`src/rtl/dbb_outstanding_limiter.sv`:
```
// Outstanding-burst limiter between the DBB master and axi2mem: AW/AR register slices, read/write burst caps, AW-before-W gating.
// Optional stall statistics are compiled in with `define DBB_LIMIT_STATS_EN.
module dbb_outstanding_limiter #(
  parameter int ID_WIDTH   = 8,
  parameter int ADDR_WIDTH = 32,
  parameter int LEN_WIDTH  = 4,
  parameter int MAX_RD_OUT = 4,
  parameter int MAX_WR_OUT = 4
) (
  input  logic                              clk,
  input  logic                              rst,
  input  logic                              s_aw_valid,
  output logic                              s_aw_ready,
  input  logic [ADDR_WIDTH-1:0]             s_aw_addr,
  input  logic [ID_WIDTH-1:0]               s_aw_id,
  input  logic [LEN_WIDTH-1:0]              s_aw_len,
  input  logic                              s_ar_valid,
  output logic                              s_ar_ready,
  input  logic [ADDR_WIDTH-1:0]             s_ar_addr,
  input  logic [ID_WIDTH-1:0]               s_ar_id,
  input  logic [LEN_WIDTH-1:0]              s_ar_len,
  input  logic                              s_w_valid,
  output logic                              s_w_ready,
  input  logic                              s_w_last,
  output logic                              m_aw_valid,
  input  logic                              m_aw_ready,
  output logic [ADDR_WIDTH-1:0]             m_aw_addr,
  output logic [ID_WIDTH-1:0]               m_aw_id,
  output logic [LEN_WIDTH-1:0]              m_aw_len,
  output logic                              m_ar_valid,
  input  logic                              m_ar_ready,
  output logic [ADDR_WIDTH-1:0]             m_ar_addr,
  output logic [ID_WIDTH-1:0]               m_ar_id,
  output logic [LEN_WIDTH-1:0]              m_ar_len,
  output logic                              m_w_valid,
  input  logic                              m_w_ready,
  input  logic                              mon_r_valid,
  input  logic                              mon_r_ready,
  input  logic                              mon_r_last,
  input  logic                              mon_b_valid,
  input  logic                              mon_b_ready,
  output logic [$clog2(MAX_RD_OUT+1)-1:0]   rd_out_o,
  output logic [$clog2(MAX_WR_OUT+1)-1:0]   wr_out_o,
  output logic                              err_o,
  output logic [31:0]                       stat_rd_stall_o,
  output logic [31:0]                       stat_wr_stall_o
);
  localparam int CW_RD = $clog2(MAX_RD_OUT+1);
  localparam int CW_WR = $clog2(MAX_WR_OUT+1);

  logic                  ar_full_q, ar_full_d, aw_full_q, aw_full_d;
  logic [ADDR_WIDTH-1:0] ar_addr_q, ar_addr_d, aw_addr_q, aw_addr_d;
  logic [ID_WIDTH-1:0]   ar_id_q, ar_id_d, aw_id_q, aw_id_d;
  logic [LEN_WIDTH-1:0]  ar_len_q, ar_len_d, aw_len_q, aw_len_d;
  logic [CW_RD-1:0]      rd_out_q, rd_out_d;
  logic [CW_WR-1:0]      wr_out_q, wr_out_d, w_pend_q, w_pend_d;
  logic                  err_q, err_d;
  logic                  s_ar_hs, m_ar_hs, s_aw_hs, m_aw_hs, rd_ret, wr_ret, w_done;

  // Acceptance is gated by the registered counts, so a retirement only unblocks next cycle.
  assign s_ar_ready = (!ar_full_q || m_ar_ready) && (rd_out_q < CW_RD'(MAX_RD_OUT));
  assign s_aw_ready = (!aw_full_q || m_aw_ready) && (wr_out_q < CW_WR'(MAX_WR_OUT));
  assign s_ar_hs    = s_ar_valid && s_ar_ready;
  assign s_aw_hs    = s_aw_valid && s_aw_ready;
  assign m_ar_hs    = ar_full_q && m_ar_ready;
  assign m_aw_hs    = aw_full_q && m_aw_ready;
  assign rd_ret     = mon_r_valid && mon_r_ready && mon_r_last;
  assign wr_ret     = mon_b_valid && mon_b_ready;

  assign m_w_valid  = s_w_valid && (w_pend_q != '0);
  assign s_w_ready  = m_w_ready && (w_pend_q != '0);
  assign w_done     = m_w_valid && m_w_ready && s_w_last;

  always_comb begin
    ar_full_d = ar_full_q;
    ar_addr_d = ar_addr_q;
    ar_id_d   = ar_id_q;
    ar_len_d  = ar_len_q;
    aw_full_d = aw_full_q;
    aw_addr_d = aw_addr_q;
    aw_id_d   = aw_id_q;
    aw_len_d  = aw_len_q;
    if (s_ar_hs) begin
      ar_full_d = 1'b1;
      ar_addr_d = s_ar_addr;
      ar_id_d   = s_ar_id;
      ar_len_d  = s_ar_len;
    end else if (m_ar_hs) begin
      ar_full_d = 1'b0;
    end
    if (s_aw_hs) begin
      aw_full_d = 1'b1;
      aw_addr_d = s_aw_addr;
      aw_id_d   = s_aw_id;
      aw_len_d  = s_aw_len;
    end else if (m_aw_hs) begin
      aw_full_d = 1'b0;
    end
  end

  always_comb begin
    rd_out_d = rd_out_q;
    wr_out_d = wr_out_q;
    w_pend_d = w_pend_q;
    err_d    = err_q;
    // A retirement with nothing outstanding is a protocol error; the count holds at zero.
    if (rd_ret && rd_out_q == '0) err_d = 1'b1;
    if (wr_ret && wr_out_q == '0) err_d = 1'b1;
    if (s_ar_hs && !rd_ret) rd_out_d = rd_out_q + 1'b1;
    else if (!s_ar_hs && rd_ret && rd_out_q != '0) rd_out_d = rd_out_q - 1'b1;
    if (s_aw_hs && !wr_ret) wr_out_d = wr_out_q + 1'b1;
    else if (!s_aw_hs && wr_ret && wr_out_q != '0) wr_out_d = wr_out_q - 1'b1;
    if (m_aw_hs && !w_done) w_pend_d = w_pend_q + 1'b1;
    else if (!m_aw_hs && w_done) w_pend_d = w_pend_q - 1'b1;
  end

  always_ff @(posedge clk) begin
    if (rst) begin
      ar_full_q <= 1'b0;
      ar_addr_q <= '0;
      ar_id_q   <= '0;
      ar_len_q  <= '0;
      aw_full_q <= 1'b0;
      aw_addr_q <= '0;
      aw_id_q   <= '0;
      aw_len_q  <= '0;
      rd_out_q  <= '0;
      wr_out_q  <= '0;
      w_pend_q  <= '0;
      err_q     <= 1'b0;
    end else begin
      ar_full_q <= ar_full_d;
      ar_addr_q <= ar_addr_d;
      ar_id_q   <= ar_id_d;
      ar_len_q  <= ar_len_d;
      aw_full_q <= aw_full_d;
      aw_addr_q <= aw_addr_d;
      aw_id_q   <= aw_id_d;
      aw_len_q  <= aw_len_d;
      rd_out_q  <= rd_out_d;
      wr_out_q  <= wr_out_d;
      w_pend_q  <= w_pend_d;
      err_q     <= err_d;
    end
  end

  assign m_ar_valid = ar_full_q;
  assign m_ar_addr  = ar_addr_q;
  assign m_ar_id    = ar_id_q;
  assign m_ar_len   = ar_len_q;
  assign m_aw_valid = aw_full_q;
  assign m_aw_addr  = aw_addr_q;
  assign m_aw_id    = aw_id_q;
  assign m_aw_len   = aw_len_q;
  assign rd_out_o   = rd_out_q;
  assign wr_out_o   = wr_out_q;
  assign err_o      = err_q;

`ifdef DBB_LIMIT_STATS_EN
  logic [31:0] stat_rd_q, stat_rd_d, stat_wr_q, stat_wr_d;

  always_comb begin
    stat_rd_d = stat_rd_q;
    stat_wr_d = stat_wr_q;
    if (s_ar_valid && rd_out_q == CW_RD'(MAX_RD_OUT) && stat_rd_q != 32'hFFFF_FFFF)
      stat_rd_d = stat_rd_q + 32'd1;
    if (s_aw_valid && wr_out_q == CW_WR'(MAX_WR_OUT) && stat_wr_q != 32'hFFFF_FFFF)
      stat_wr_d = stat_wr_q + 32'd1;
  end

  always_ff @(posedge clk) begin
    if (rst) begin
      stat_rd_q <= '0;
      stat_wr_q <= '0;
    end else begin
      stat_rd_q <= stat_rd_d;
      stat_wr_q <= stat_wr_d;
    end
  end

  assign stat_rd_stall_o = stat_rd_q;
  assign stat_wr_stall_o = stat_wr_q;
`else
  assign stat_rd_stall_o = 32'd0;
  assign stat_wr_stall_o = 32'd0;
`endif
endmodule
```
`config.mk`:
```
export PLATFORM = sky130hd
export DESIGN_NAME = dbb_outstanding_limiter
export DESIGN_NICKNAME = d
export VERILOG_FILES = /design/src/rtl/dbb_outstanding_limiter.sv
export SDC_FILE = /design/constraint.sdc
export NUM_CORES = 1
export LEC_CHECK = 0
export BUFFER_PORTS_ARGS = -buffer_cell sky130_fd_sc_hd__clkbuf_2
export CAP_MARGIN = 0
export CORE_ASPECT_RATIO = 0.5
export CORE_MARGIN = 5
export CORE_UTILIZATION = 46
export DETAILED_ROUTE_END_ITERATION = 8
export PLACE_DENSITY = 0.85
export SKIP_CTS_REPAIR_TIMING = 1
export SLEW_MARGIN = 20
export SYNTH_ARGS = -nofsm -noshare
export SYNTH_HDL_FRONTEND = slang
export SYNTH_SLANG_ARGS = --single-unit
```
`constraint.sdc`:
```
create_clock -name clk -period 5.2 [get_ports clk]
set_clock_uncertainty 0.2 [all_clocks]
set_input_delay 1.3 -clock clk [delete_from_list [all_inputs] [get_ports clk]]
set_output_delay 1.3 -clock clk [all_outputs]
set_load 0.03 [all_outputs]
```
==> results.md <==
* Die height at between 70 and 80 um
* Dpl cells at between 800 and 900
* RD Place Congestion at about 0.83
* Ys flop type: dfxtp_1
* Reg2reg start: w_pend_q[0]
* Die span in x at about 150 um
* CTS tree: built
* Area leader, netlist: dfxtp_1
* Crit path launch type: input port
* Reg2Reg Setup Slack at 2890 ps
* Synth area leaders: dfxtp_1 47%, nand2_1 16%, buf_4 12%, a21oi_1 11%, fa_1 1.4%
* ANT nets after route at 0
* Total wire length at approximately 11000 um
* Tcrit/Tclk final at between 60% and 70%
* Sequential area share after synthesis at around 47%
* Vias in the first global route at 3401
* Worst Hold Path EP: m_ar_addr[18]
* Synth top area share at 46.8%
* Worst vdd ir at ~0.19 mV
* Routed length on met3 at slightly below 600 um
* Clk Latency, worst-skew pair at roughly 330 ps
* Clk sinks at 100
* P&R area growth vs syn at 24.5%
* Total number of vias at between 3000 and 4000
* Core box area at 8890 um2
* Total GRT Usage at 18.0%
* Detailed Route Iter0 Violations at 150
* Average cell area after synthesis at between 8 and 9 um2
* Layout cells sized above 1 at between 30% and 40%
* Root Buffer: clkbuf_16
* Most frequent cells in the layout: 201 x clkbuf_2, 181 x nand2_1, 100 x dfxtp_1
* Pin count of the biggest net entering global routing at 59
* Power density cells at approximately 380 nW/um2
* I/O pins at 267
* Number of synthesized flops with an enable pin at 0
* MaxCap Viol Count at 0
* Vias per cell at 4.58
* RR Endpoint: w_pend_q[2]
* Final Max Tran Viols at 0
* Yosys warnings at 0
* Worst min-delay path class: flop to flop
* Met2 Wirelength at slightly above 6000 um
* Initial Util at between 40 and 50%
* Ys async rst share at 0%
* Final hold violations at 0
* CP required at 3700 ps
* DRC at 0
* Crit path time final at ~3400 ps
* #FFs+latches synth at 100
* Setup Crit Path Kind: input port to primary output
* Register Area at between 2000 and 2500 um2
* Commonest non-fill, non-tap cell in the layout: clkbuf_2
* Rel. slew slack at 30.0%
* Multi-input logic area at between 1500 and 2000 um2
* Max frequency at 291 MHz
* Worst hold stages at 2
* Initial antenna violation count at 0
* First-pass GRT wire length at ~17000 um
* Post-DP Area at 5040 um2
* Cell variety after synth at 35
* Antenna cells at 0
* Critical path arrival at 1940 ps
* Hold wc startpoint: m_ar_addr[18]
* Power Total at slightly above 0.002 W
* CP endpoint kind: primary output
* Wire length per cell at around 13 um
* Hold_ws at about 250 ps
* Outcome: completed
* Worst-path maximum fanout at 3
* Grt ovf at 0
* Finished Cell Area at ~5300 um2
* Clock tree buffer depth at 2
* Leak at roughly 2.6 nW
* Unrepaired setup endpoints after global routing: false
* HPWL Detailed at around 8400 um
* Slew at the pin closest to its max-slew limit at 1050 ps
* CTS clock-pin slew for the worst setup and hold paths at 60 ps
* Final setup viols at 0
* H-tree levels at 3
* Nets at ~800
* WL met1 at approximately 4200 um
* CTS Buf Count at 9
* Fillers at approximately 830
* Mapped Cells at about 530
* Num rows at 24
* Non-filler cells, final at 836
* PortBufs at approximately 200
* Setup TNS at 0 ps
* Highest metal used: met4
* Die area at ~11000 um2
* FF-to-FF path depth at 9
* Router iterations before antenna repair at 4
* Mapped Area at ~4300 um2
==> layout make-up <==
class | count | share of cell area, %
Clock buffer | 11 | 4.37
Clock inverter | 5 | 0.987
Inverter | 3 | 0.211
Multi-Input combinational cell | 397 | 35.0
Sequential cell | 100 | 37.6
Tap cell | 117 | 2.75
Timing Repair Buffer | 203 | 19.1
==> kinds of logic (layout without fill, tap and decap cells) <==
kind of cell	count (synthesis)	after routing	synth area share [%]
AOI/OAI and AO/OA	106	106	13.0
and+or+nand+nor	220	220	22.6
adders and majority gates	4	4	1.70
other	1	64	0.0877
buffers and inverters	94	222	15.2
DFF	100	100	46.8
xor gates and xnor gates	2	2	0.410
muxes	1	1	0.234
==> power by group <==
part / switching (W) / internal, W / leakage [nW]
clock network: 0.000271 / 0.000371 / 0.139
logic: 0.000370 / 0.000139 / 1.62
registers: 0.0000397 / 0.000831 / 0.822
total: 0.000681 / 0.00134 / 2.59
==> worst max-delay path by stage <==
| stage | start | to | cells past startpoint |
|---|---|---|---|
| 2_1_floorplan | m_aw_ready | s_aw_ready | 2 |
| 3_3_place_gp | m_aw_ready | s_aw_ready | 4 |
| 3_5_place_dp | m_aw_ready | s_aw_ready | 4 |
| 4_1_cts | m_aw_ready | s_aw_ready | 4 |
| 5_1_grt | m_aw_ready | s_aw_ready | 4 |
| 6_report | m_aw_ready | s_aw_ready | 4 |
==> flip-flops by register name, indices dropped and copies added, names as in the netlist, 3 cells and up <==
signal,cells
rd_out_o,3
m_aw_id,8
m_ar_id,8
m_ar_addr,32
m_aw_len,4
m_ar_len,4
w_pend_q,3
m_aw_addr,32
wr_out_o,3
==> cell usage after synthesis, types with 2 or more instances <==
cell and number:
buf_6 4, nand2_1 181, nand3_1 5, buf_4 68
nor2b_1 3, fa_1 3, buf_2 8, o21ai_1 2
nand2_2 2, nand2b_1 2, nor3_1 5, nand2b_4 2
o21ai_0 4, xor2_1 2, nor3_4 2, clkbuf_1 11
nor2_1 7, a31oi_1 3, and2_1 2, nor3_2 2
a21oi_1 92, dfxtp_1 100, and2b_4 2, o21a_1 2
inv_1 3, a211oi_2 2
==> per-layer routing <==
layer | GRT usage (%) | up-vias
met5 | 0 | -
met4 | 4.88 | 0
met3 | 4.72 | 11
met2 | 36.1 | 127
met1 | 18.9 | 1746
li1 | - | 1946
==> stage by stage <==
step,utilization (%),setup slack (ps)
detailed placement,56.7,1760
floorplan,-,1790
global route,59.9,1740
finish,59.9,1760
CTS,59.9,1760
global placement,56.7,1770
==> worst max-delay path, cell delays in order <==
cell and delay (ps):
clkbuf_2 90, and2b_4 300, nor2_1 60, clkbuf_2 190
Power figures use the tool's default switching activity.
